**config.mk**
```make
export PLATFORM = sky130hd
export DESIGN_NAME = bit_population_counter_pipe
export DESIGN_NICKNAME = d
export VERILOG_FILES = /design/src/rtl/bit_population_counter_pipe_pkg.sv /design/src/rtl/bit_population_counter_pipe_nibble_count.sv /design/src/rtl/bit_population_counter_pipe.sv
export SDC_FILE = /design/constraint.sdc
export NUM_CORES = 1
export LEC_CHECK = 0
export BUFFER_PORTS_ARGS = -buffer_cell sky130_fd_sc_hd__buf_4
export CAP_MARGIN = 20
export CORE_AREA = 5 5 83 116
export DETAILED_ROUTE_END_ITERATION = 16
export DIE_AREA = 0 0 88 121
export PLACE_DENSITY = 0.73
export SLEW_MARGIN = 10
export SYNTH_ARGS = -nofsm -noshare
export SYNTH_HDL_FRONTEND = slang
export SYNTH_SLANG_ARGS = --single-unit
export TNS_END_PERCENT = 1
```
**constraint.sdc**
```tcl
create_clock -name clk_i -period 5.9 [get_ports clk_i]
set_input_delay 0.885 -clock clk_i [delete_from_list [all_inputs] [get_ports clk_i]]
set_output_delay 0.885 -clock clk_i [all_outputs]
set_load 0.02 [all_outputs]
```
**src/rtl/bit_population_counter_pipe_pkg.sv**
```systemverilog
// Shared constants and sizing helpers for the bit population counter.
// Sizing functions are used at elaboration only.
package bpc_pkg;

    localparam logic MODE_ONES  = 1'b0;
    localparam logic MODE_ZEROS = 1'b1;

    function automatic int cnt_width(input int w);
        return $clog2(w + 1);
    endfunction

    function automatic int nib_count(input int w);
        return (w + 3) / 4;
    endfunction

    function automatic int tree_depth(input int w);
        return $clog2(nib_count(w));
    endfunction

    function automatic int latency(input int w);
        return 1 + tree_depth(w);
    endfunction

endpackage

```
**src/rtl/bit_population_counter_pipe_nibble_count.sv**
```systemverilog
// Combinational population count of one 4-bit nibble.
module bpc_nibble_count (
    input  logic [3:0] nib,
    output logic [2:0] cnt
);

    always_comb begin
        cnt = 3'(nib[0]) + 3'(nib[1]) + 3'(nib[2]) + 3'(nib[3]);
    end

endmodule

```
**src/rtl/bit_population_counter_pipe.sv**
```systemverilog
// Pipelined popcount: registered nibble counts, then one adder-tree level per stage.
// Zeros mode is derived at the output as WIDTH - ones, so padding never counts.
module bit_population_counter_pipe
    import bpc_pkg::*;
#(
    parameter  int WIDTH     = 24,
    parameter  int ACC_WIDTH = 16,
    localparam int CNT_WIDTH = cnt_width(WIDTH)
) (
    input  logic                 clk_i,
    input  logic                 arst_n_i,
    input  logic [WIDTH-1:0]     data_i,
    input  logic                 mode_i,
    input  logic                 data_last_i,
    input  logic                 data_val_i,
    output logic                 data_rdy_o,
    output logic [CNT_WIDTH-1:0] data_o,
    output logic [ACC_WIDTH-1:0] total_o,
    output logic                 total_sat_o,
    output logic                 data_last_o,
    output logic                 data_val_o,
    input  logic                 data_rdy_i
);

    localparam int NIB   = nib_count(WIDTH);
    localparam int DEPTH = tree_depth(WIDTH);
    localparam int SW    = (CNT_WIDTH > 3) ? CNT_WIDTH : 3;

    logic                 advance;
    logic                 xfer;
    logic [4*NIB-1:0]     word;
    logic [2:0]           nib_cnt [NIB];
    logic [SW-1:0]        leaf [2*NIB];
    logic [SW-1:0]        node [DEPTH+1][2*NIB];
    logic [DEPTH:0]       vld;
    logic [DEPTH:0]       mode_q;
    logic [DEPTH:0]       last_q;
    logic [SW-1:0]        ones;

    logic [ACC_WIDTH-1:0] acc;
    logic                 sat;
    logic                 fresh;
    logic [ACC_WIDTH:0]   sum;
    logic                 over;

    assign data_rdy_o = data_rdy_i || !data_val_o;
    assign advance    = data_rdy_o;
    assign xfer       = data_val_o && data_rdy_i;

    always_comb begin
        word = '0;
        word[WIDTH-1:0] = data_i;
    end

    for (genvar n = 0; n < NIB; n++) begin : g_nib
        bpc_nibble_count u_cnt (
            .nib (word[4*n +: 4]),
            .cnt (nib_cnt[n])
        );
    end

    // Upper half stays zero so every level can sum pairs without bounds checks.
    always_comb begin
        for (int j = 0; j < 2*NIB; j++) leaf[j] = '0;
        for (int j = 0; j < NIB; j++) leaf[j] = SW'(nib_cnt[j]);
    end

    for (genvar k = 0; k <= DEPTH; k++) begin : g_st
        if (k == 0) begin : g_leaf
            always_ff @(posedge clk_i or negedge arst_n_i) begin
                if (!arst_n_i) begin
                    vld[0]    <= 1'b0;
                    mode_q[0] <= MODE_ONES;
                    last_q[0] <= 1'b0;
                    for (int j = 0; j < 2*NIB; j++) node[0][j] <= '0;
                end else if (advance) begin
                    vld[0]    <= data_val_i;
                    mode_q[0] <= mode_i;
                    last_q[0] <= data_last_i;
                    for (int j = 0; j < 2*NIB; j++) node[0][j] <= leaf[j];
                end
            end
        end else begin : g_sum
            always_ff @(posedge clk_i or negedge arst_n_i) begin
                if (!arst_n_i) begin
                    vld[k]    <= 1'b0;
                    mode_q[k] <= MODE_ONES;
                    last_q[k] <= 1'b0;
                    for (int j = 0; j < 2*NIB; j++) node[k][j] <= '0;
                end else if (advance) begin
                    vld[k]    <= vld[k-1];
                    mode_q[k] <= mode_q[k-1];
                    last_q[k] <= last_q[k-1];
                    for (int j = 0; j < NIB; j++)
                        node[k][j] <= node[k-1][2*j] + node[k-1][2*j+1];
                    for (int j = NIB; j < 2*NIB; j++) node[k][j] <= '0;
                end
            end
        end
    end

    assign ones        = node[DEPTH][0];
    assign data_val_o  = vld[DEPTH];
    assign data_last_o = last_q[DEPTH];
    assign data_o      = (mode_q[DEPTH] == MODE_ZEROS)
                       ? CNT_WIDTH'(WIDTH) - ones[CNT_WIDTH-1:0]
                       : ones[CNT_WIDTH-1:0];

    always_comb begin
        sum = (fresh ? (ACC_WIDTH+1)'(0) : {1'b0, acc})
            + (ACC_WIDTH+1)'(data_o);
        over = sum[ACC_WIDTH];
        total_o = '0;
        total_sat_o = 1'b0;
        if (data_val_o) begin
            total_o = over ? {ACC_WIDTH{1'b1}} : sum[ACC_WIDTH-1:0];
            total_sat_o = over || (!fresh && sat);
        end
    end

    // Packet state moves only when the downstream actually takes a beat.
    always_ff @(posedge clk_i or negedge arst_n_i) begin
        if (!arst_n_i) begin
            acc   <= '0;
            sat   <= 1'b0;
            fresh <= 1'b1;
        end else if (xfer) begin
            acc   <= total_o;
            sat   <= total_sat_o;
            fresh <= data_last_o;
        end
    end

endmodule

```
==> impl_metrics.toml, run 1 <==
[timing]
hold_ws_ns = 0.456
fin_tns_setup_ns = 0
hold_viol = 0
rsz0062_at_grt = "false"
setup_viol = 0
drv_slew = 0
fin_ws_ns = 1.51
tightest_slew_ns = 0.921
post-route-min-period_ns = 4.39
timing.fmax_ghz = 0.228
slew_headroom_pct = 38.6
finClkSkew_ns = 0.00915
timing.final.crit_share_pct = 74.5

[synthesis]
synthTopCellsByArea = "dfrtp_1 41%, nand2_1 11%, ha_1 9.7%"
yosysTopAreaCell = "dfrtp_1"
syn_nets = 579
synth_cell_type_count = 60
synthArstFlopShare_pct = 100
syn-cell-area_sq_mm = 0.00450
ys_seq_area_share_pct = 41.2
synth_flop_cell = "dfrtp_1"
synth_edf_count = 0
synth_top_area_share_pct = 40.6
ys_seq_elements = 74
synth_common_cells = "133 x nand2_1, 73 x dfrtp_1, 35 x ha_1"
synth_warnings = 0
synthCells = 502
yosysMostFrequentCell = "nand2_1"
syn_area_per_cell_sq_um = 8.96

[global_route]
met2_usage_pct = 35.0
antenna_found_initial = 0
grt_pass1_wl_um = 16200
met3_usage_pct = 3.87
gr-total-overflow = 0
grtUsageMet1_pct = 21.3
first_global_vias = 3590
busiest_layer = "met2"
track_usage_pct = 19.4
grt_max_degree = 75

[layout]
fin_nets = 622
area_growth_pct = 17.0
drive_gt1_share_pct = 15.3
antenna_cells = 0

[detailed_routing]
routed_via_density = 5.45
wl_um = 9670
drt_pre_antenna_iters = 4
vias = 3572
final_antenna_net_count = 0
drtIter0Drc = 222
drc = 0
routedWlPerCell_um = 14.8

[place]
port_buffers = 54
hpwl_um = 6810
gp_congestion = 0.922
pre_cts_ws_ns = 1.91

[die]
placeableCoreArea_sq_mm = 0.00846
rows = 40
io_pins = 55
fp.dieH_um = 121
start_util_pct = 53.2
dieArea_sq_mm = 0.0106
die_x_um = 88

[clock_tree]
numClockSinks = 74
insertion_delay_ns = 0.34
htree_num_levels = 3
cts_buffers = 9
cts_setup_buffers = 0
cts_tree = "built"
hold_buffers = 0
clockBufferDepth = 2
ctsResizeCount = 0
clkTransAtPathRegs_ns = 0.06
clock-root-buffer = "clkbuf_16"

[setup_path]
crit_arrival_ns = 3.51
cp-end-kind = "output pin"
startpoint_type = "flop"
worstPathMaxFanout = 17
path_class = "flop to output pin"
cp.required_ns = 5.02

[run_status]
outcome = "complete, no violations"

[min_path]
min_path_type = "flop to flop"

[power]
report.power.total_uw = 2840
p_per_area_mw_per_mm2 = 539
peakVddDrop_uv = 507
leakagePower_uw = 0.00266

[job]
max_cap_violations = 0
-- cell families (layout without fill, tap and decap cells) --
kind of cell               after synthesis  count (layout)  share of synthesized area, %
xor gates and xnor gates                15              15                          2.92
and+or+nand+nor                        221             221                          22.7
buffers and inverters                   49              97                          4.50
adders and majority gates               47              47                          15.1
DFF                                     74              74                          41.2
AOI/OAI and AO/OA                       93              93                          12.9
muxes                                    3               3                         0.667
-- final cells by class --
type                       instances  area (sq um)
fill                             713          3190
multi-input combinational        379          2450
sequential                        74          1850
timing repair buffer              56           420
clock buffer                      11           243
tap                              105           131
inverter                          25          93.8
clock inverter                     5          78.8
-- routing by layer --
layer / routed length, um / up-vias / share of wire, %
met5: 0 / - / 0
met2: 5190 / 92 / 54
met1: 3750 / 1689 / 39
met3: 475 / 20 / 4.9
met4: 246 / 0 / 2.5
li1: - / 1771 / -
-- sequential cells by signal, indices dropped and copies added (netlist names) --
| register | count |
|---|---|
| vld | 3 |
| ones | 5 |
| node | 39 |
| sat | 1 |
| data_last_o | 1 |
| mode_q | 4 |
| last_q | 3 |
| acc | 16 |
| data_val_o | 1 |
| fresh | 1 |
-- through the flow --
step / cell area, sq um / std cells / util (%)
after floorplan: 4500 / 502 / -
after global placement: 4940 / 639 / 58.5
after detailed placement: 4940 / 639 / 58.5
after CTS: 5270 / 655 / 62.3
after global routing: 5270 / 655 / 62.3
final: 5270 / 655 / 62.3
-- where the power goes --
group / internal [uW] / switching (uW) / leakage [uW]
clock network: 381 / 206 / 0.000159
logic: 569 / 797 / 0.00158
registers: 710 / 177 / 0.000914
-- layout by cell type, fill, tap and decap left out, types with 4 or more instances in the layout --
cell and n:
a21o_1 8, a21oi_1 30, buf_4 56, clkbuf_16 9, dfrtp_1 73, fa_1 12, ha_1 35, inv_1 24
nand2_1 133, nand3_1 5, nor2_1 28, nor2b_1 20, o211ai_1 4, o21a_1 4, o21ai_0 26, xnor2_1 5
xor2_1 10
-- final timing paths --
path                            depth (start not counted)           startpoint  slack [ns]                     to
worst min-delay path                                    2   vld[2]$_DFFE_PN0P_        0.46     vld[2]$_DFFE_PN0P_
max in group asynchronous                               1             arst_n_i        4.62  node[230]$_DFFE_PN0P_
worst max register to register                          8    fresh$_DFFE_PN1P_        2.54    acc[15]$_DFFE_PN0P_
worst min register to register                          2   vld[2]$_DFFE_PN0P_        0.46     vld[2]$_DFFE_PN0P_
min in group asynchronous                               1             arst_n_i        0.68     acc[3]$_DFFE_PN0P_
worst max-delay path                                   13  ones[0]$_DFFE_PN0P_        1.51            total_o[14]
-- critical path: stages (launching register included) --
cell and delay [ns]:
dfrtp_1 0.42, inv_1 0.10, ha_1 0.14, inv_1 0.05, o21ai_0 0.15, nand2_1 0.09, xnor2_1 0.18, ha_1 0.43
nand4b_1 0.15, o22a_2 0.28, nor3_4 0.62, nor4bb_1 0.13, nor3b_1 0.25, buf_4 0.19
Power figures use the tool's default switching activity.
==> inputs of run 2 (changes only) <==
--- a/config.mk
+++ b/config.mk
@@ -5,12 +5,13 @@
 export SDC_FILE = /design/constraint.sdc
 export NUM_CORES = 1
 export LEC_CHECK = 0
+export ABC_AREA = 1
 export BUFFER_PORTS_ARGS = -buffer_cell sky130_fd_sc_hd__buf_4
 export CAP_MARGIN = 20
-export CORE_AREA = 5 5 83 116
+export CORE_AREA = 5 5 85 119
 export DETAILED_ROUTE_END_ITERATION = 16
-export DIE_AREA = 0 0 88 121
-export PLACE_DENSITY = 0.73
+export DIE_AREA = 0 0 90 124
+export PLACE_DENSITY = 0.74
 export SLEW_MARGIN = 10
 export SYNTH_ARGS = -nofsm -noshare
 export SYNTH_HDL_FRONTEND = slang
==> constraint.sdc (replaced) <==
create_clock -name clk_i -period 3.9 [get_ports clk_i]
set_input_delay 0.585 -clock clk_i [delete_from_list [all_inputs] [get_ports clk_i]]
set_output_delay 0.585 -clock clk_i [all_outputs]
set_load 0.02 [all_outputs]
==> impl_metrics.toml, run 2 <==
[run_status]
outcome = "complete, no violations"

[setup_path]
crit_start = "ones[0]$_DFFE_PN0P_"
path_class = "flop to output pin"
rrSetupSlack_ns = 1.25
reg2reg_depth = 13
crit_end = "total_o[15]"
cp.required_ns = 3.31
cp-end-kind = "output pin"
worst_r2r_endpoint = "acc[6]$_DFFE_PN0P_"
startpoint_type = "flop"
crit_arrival_ns = 3.00
worstPathMaxFanout = 22
r2r-start = "ones[0]$_DFFE_PN0P_"

[global_route]
antenna_found_initial = 0
grt_pass1_wl_um = 16300
track_usage_pct = 17.8
gr-total-overflow = 0
grt_max_degree = 75
first_global_vias = 3787

[layout]
multi_input_area_sq_mm = 0.00235
layout_commonest_cell = "nand2_1"
area_growth_pct = 15.2
fin_cells = 679
antenna_cells = 0
largest-register = "node"
drive_gt1_share_pct = 19.9
ff_latch_area_sq_mm = 0.00185
largest_register_ff_count = 39
fin_nets = 644
n_fill_cell = 779
mostFrequentLayoutCells = "112 x nand2_1, 73 x dfrtp_1, 71 x inv_1"
design_area_sq_mm = 0.00533

[synthesis]
syn_nets = 597
syn_area_per_cell_sq_um = 8.89
synth_flop_cell = "dfrtp_1"
synth_top_area_share_pct = 39.5
synthArstFlopShare_pct = 100
ys_seq_area_share_pct = 40.1
syn-cell-area_sq_mm = 0.00462
synth_edf_count = 0
yosysMostFrequentCell = "nand2_1"
synth_common_cells = "112 x nand2_1, 73 x dfrtp_1, 71 x inv_1"
synthCells = 520
ys_seq_elements = 74
yosysTopAreaCell = "dfrtp_1"
synth_warnings = 0
synthTopCellsByArea = "dfrtp_1 40%, ha_1 9.5%, nand2_1 9.1%"
synth_cell_type_count = 30

[timing]
rsz0062_at_grt = "false"
setup_viol = 0
post-route-min-period_ns = 3.58
hold_viol = 0
finClkSkew_ns = 0.00931
timing.fmax_ghz = 0.279
drv_slew = 0
slew_headroom_pct = 38.3
timing.final.crit_share_pct = 91.8
fin_tns_setup_ns = 0
tightest_slew_ns = 0.925

[clock_tree]
numClockSinks = 74
cts_tree = "built"
clock-root-buffer = "clkbuf_16"
htree_num_levels = 3
cts_buffers = 9
hold_buffers = 0
insertion_delay_ns = 0.33
clockBufferDepth = 2
clkTransAtPathRegs_ns = 0.06

[place]
dp.cells = 663
place_area_sq_mm = 0.00503
hpwl_um = 7030
port_buffers = 54
gp_congestion = 0.888

[detailed_routing]
drtIter0Drc = 150
final_antenna_net_count = 0
wl_um = 9380
drt_pre_antenna_iters = 4
vias = 3566
routed_via_density = 5.25
drc = 0
routedWlPerCell_um = 13.8

[die]
die_x_um = 90
dieArea_sq_mm = 0.0112
fp.dieH_um = 124
placeableCoreArea_sq_mm = 0.00887
io_pins = 55
start_util_pct = 52.1
rows = 41

[min_path]
min_path_type = "input pin to async pin"

[power]
peakVddDrop_uv = 793
p_per_area_mw_per_mm2 = 845
leakagePower_uw = 0.00291

[job]
max_cap_violations = 0
-- run 2: cell types whose count changed after synthesis, moves of 10 or more --
cell / change
nand2_1: -21
a31oi_1: +11
clkbuf_1: -10
nand3_1: +26
nor2_1: +15
mux2_4: +21
inv_1: +46
nor2b_1: -21
-- run 2: final cells by class --
type                    count  share of cell area (%)
repair buffers             56                    7.89
well taps                 107                    2.51
flip-flops and latches     74                    34.8
clock inverters             6                    1.08
clock buffers              10                    4.30
inverters                  73                    5.29
multi-input cells         353                    44.1
-- run 2: worst min path at each step --
stage / endpoint / cells after the start / from / slack [ns]
floorplan: acc[0]$_DFFE_PN0P_ / 0 / arst_n_i / 0.29
detailed placement: data_val_o$_DFFE_PN0P_ / 2 / vld[2]$_DFFE_PN0P_ / 0.44
global placement: data_val_o$_DFFE_PN0P_ / 2 / vld[2]$_DFFE_PN0P_ / 0.43
finish: acc[15]$_DFFE_PN0P_ / 1 / arst_n_i / 0.38
global route: acc[15]$_DFFE_PN0P_ / 1 / arst_n_i / 0.48
CTS: acc[15]$_DFFE_PN0P_ / 1 / arst_n_i / 0.43
-- run 2: layer usage --
metal | vias up | global-route usage (%) | wire length [um] | part of all wire [%]
li1 | 1748 | - | - | -
met3 | 19 | 4.59 | 403 | 4.3
met4 | 0 | 5.77 | 229 | 2.4
met1 | 1719 | 18.3 | 3700 | 39
met2 | 80 | 34.8 | 5050 | 54
met5 | - | 0 | 0 | 0
-- run 2: per-stage QoR --
step           setup WS, ns  power (uW)  util (%)  hold WS (ns)
2_1_floorplan         0.765        3030         -         0.289
3_3_place_gp          0.701        3590      56.7         0.432
3_5_place_dp          0.512        3710      56.7         0.440
4_1_cts               0.142        4540      59.9         0.429
5_1_grt               0.105        4900      60.0         0.484
6_report              0.320        4500      60.0         0.385
-- run 2: power breakdown --
group | switching [uW] | total (uW) | internal, uW
Combinational | 1400 | 2400 | 997
Clock | 310 | 800 | 490
Sequential | 225 | 1300 | 1080
-- run 2: logic make-up after synthesis --
group           Yosys count  share of synthesized area (%)
xor+xnor                 13                           2.46
fa+ha+maj                47                           14.7
mux                      22                           7.07
flops                    74                           40.1
simple gates            208                           19.4
buf+inv                  93                           9.21
compound gates           63                           7.12
-- run 2: repair_timing --
action                                  in CTS  in global routing
endpoints found under the hold margin        0                  0
setup buffers                                0                  0
gates resized for setup                      0                  1
endpoints found under the setup margin       0                  4
-- run 2: worst max-delay path, stage by stage, from the launching register on --
cell and delay [ns]:
dfrtp_1 0.39, inv_1 0.08, ha_1 0.30, nand2_1 0.07, o21ai_0 0.20, fa_1 0.53
nand3_1 0.11, nand3_1 0.14, nand2_2 0.14, nand2_4 0.08, nand2_4 0.22, nand3_1 0.15
nand2_1 0.08, inv_1 0.04, buf_4 0.14
==> inputs of run 3 (changes only) <==
--- a/config.mk
+++ b/config.mk
@@ -9,9 +9,10 @@
 export BUFFER_PORTS_ARGS = -buffer_cell sky130_fd_sc_hd__buf_4
 export CAP_MARGIN = 20
 export CORE_AREA = 5 5 85 119
+export CTS_CLUSTER_DIAMETER = 50
 export DETAILED_ROUTE_END_ITERATION = 16
 export DIE_AREA = 0 0 90 124
-export PLACE_DENSITY = 0.74
+export PLACE_DENSITY = 0.75
 export SLEW_MARGIN = 10
 export SYNTH_ARGS = -nofsm -noshare
 export SYNTH_HDL_FRONTEND = slang
==> impl_metrics.toml, run 3 (synthesized netlist as in run 2, its figures left out) <==
[run_status]
outcome = "complete, no violations"

[timing]
timing.final.crit_share_pct = 90.2
fin_ws_ns = 0.380
timing.fmax_ghz = 0.284
drv_slew = 0
setup_viol = 0
finClkSkew_ns = 0.00747
rsz0062_at_grt = "false"
tightest_slew_ns = 0.921
post-route-min-period_ns = 3.52
fin_tns_setup_ns = 0
slew_headroom_pct = 38.6
hold_viol = 0

[power]
power_frac_seq_pct = 27.5
pwr-share-comb_pct = 49.8
swShare_pct = 40.3
leakagePower_uw = 0.00295
peakVddDrop_uv = 614
p_per_area_mw_per_mm2 = 872
internal-power_uw = 2820
power.share.clock_pct = 22.7
p_switching_uw = 1910

[clock_tree]
ctsResizeCount = 0
cts_setup_buffers = 0
htree_num_levels = 3
insertion_delay_ns = 0.33
clock-root-buffer = "clkbuf_16"
clkTransAtPathRegs_ns = 0.06
clockBufferDepth = 2
cts_tree = "built"
numClockSinks = 74
hold_buffers = 0
cts_buffers = 9

[layout]
fin_cells = 679
antenna_cells = 0
area_growth_pct = 17.5
largest-register = "node"
largest_register_ff_count = 39
multi_input_area_sq_mm = 0.00235
fin_util_pct = 61.2
drive_gt1_share_pct = 20.1
ff_latch_area_sq_mm = 0.00185
design_area_sq_mm = 0.00543
fin_nets = 644
layout_commonest_cell = "nand2_1"
mostFrequentLayoutCells = "112 x nand2_1, 73 x dfrtp_1, 71 x inv_1"
n_fill_cell = 744

[die]
die_x_um = 90
rows = 41
dieArea_sq_mm = 0.0112
fp.dieH_um = 124
io_pins = 55
start_util_pct = 52.1
placeableCoreArea_sq_mm = 0.00887

[setup_path]
reg2reg_depth = 13
path_class = "flop to output pin"
startpoint_type = "flop"
cp.required_ns = 3.31
worst_r2r_endpoint = "acc[8]$_DFFE_PN0P_"
rrSetupSlack_ns = 1.26
r2r-start = "ones[0]$_DFFE_PN0P_"
cp-end-kind = "output pin"
worstPathMaxFanout = 22
crit_arrival_ns = 2.93

[global_route]
track_usage_pct = 17.7
grtUsageMet1_pct = 19.3
grt_pass1_wl_um = 16300
met2_usage_pct = 33.2
antenna_found_initial = 0
busiest_layer = "met2"
first_global_vias = 3731
met3_usage_pct = 3.14
gr-total-overflow = 0
grt_max_degree = 75

[job]
max_cap_violations = 0

[place]
place_area_sq_mm = 0.00503
dp.cells = 663
gp_congestion = 0.860
hpwl_um = 6810
port_buffers = 54
pre_cts_ws_ns = 0.593

[detailed_routing]
routedWlPerCell_um = 13.5
wl_um = 9150
vias = 3572
drc = 0
routed_via_density = 5.26
drtIter0Drc = 130
drt_pre_antenna_iters = 4
final_antenna_net_count = 0

[min_path]
min_path_type = "input pin to async pin"
run 3: cell count changes in the layout (fill, tap and decap cells not counted), sizes merged:
cell / delta
clkinvlp: +1
clkinv: -4
bufinv: +4
clkbuf: -1
run 3: power groups by stage:
stage / registers [uW] / clock network, uW / logic [uW]
CTS: 1310 / 1090 / 2380
detailed placement: 1320 / 0 / 2360
finish: 1300 / 1070 / 2360
global placement: 1300 / 0 / 2290
floorplan: 1230 / 0 / 1800
global route: 1340 / 1130 / 2670
run 3: how the worst max path moves through the flow:
stage / startpoint / end / slack, ns / cells past startpoint
after floorplan: ones[0]$_DFFE_PN0P_ / total_o[5] / 0.76 / 11
after global placement: ones[0]$_DFFE_PN0P_ / total_o[14] / 0.70 / 14
after detailed placement: ones[0]$_DFFE_PN0P_ / total_o[15] / 0.59 / 14
after CTS: ones[0]$_DFFE_PN0P_ / total_o[15] / 0.20 / 14
after global routing: ones[0]$_DFFE_PN0P_ / total_o[15] / 0.09 / 14
final: ones[0]$_DFFE_PN0P_ / total_o[15] / 0.38 / 14
run 3: worst max-delay path, stage by stage, from the launching register on:
cell and delay (ns):
dfrtp_1 0.40, inv_1 0.07, ha_1 0.29, nand2_1 0.07
o21ai_0 0.18, fa_1 0.51, nand3_1 0.11, nand3_1 0.15
nand2_2 0.15, nand2_4 0.08, nand2_4 0.21, nand3_1 0.14
nand2_1 0.07, inv_1 0.04, buf_4 0.15
run 3: routing by layer:
layer	up-vias	routed length (um)
li1	1750	-
met1	1697	3570
met2	106	4930
met3	19	453
met4	0	202
met5	-	0
run 3: area by class of cell:
| class | count | share of cell area [%] |
|---|---|---|
| multi-input cells | 353 | 43.3 |
| flip-flops and latches | 74 | 34.1 |
| repair buffers | 56 | 7.74 |
| inverters | 73 | 5.19 |
| clock buffers | 9 | 4.15 |
| clock inverters | 7 | 3.04 |
| well taps | 107 | 2.47 |
run 3: stage by stage:
stage / total power [uW] / hold slack (ns)
after floorplan: 3030 / 0.289
after global placement: 3590 / 0.436
after detailed placement: 3680 / 0.462
after CTS: 4780 / 0.427
after global routing: 5130 / 0.476
final: 4730 / 0.389
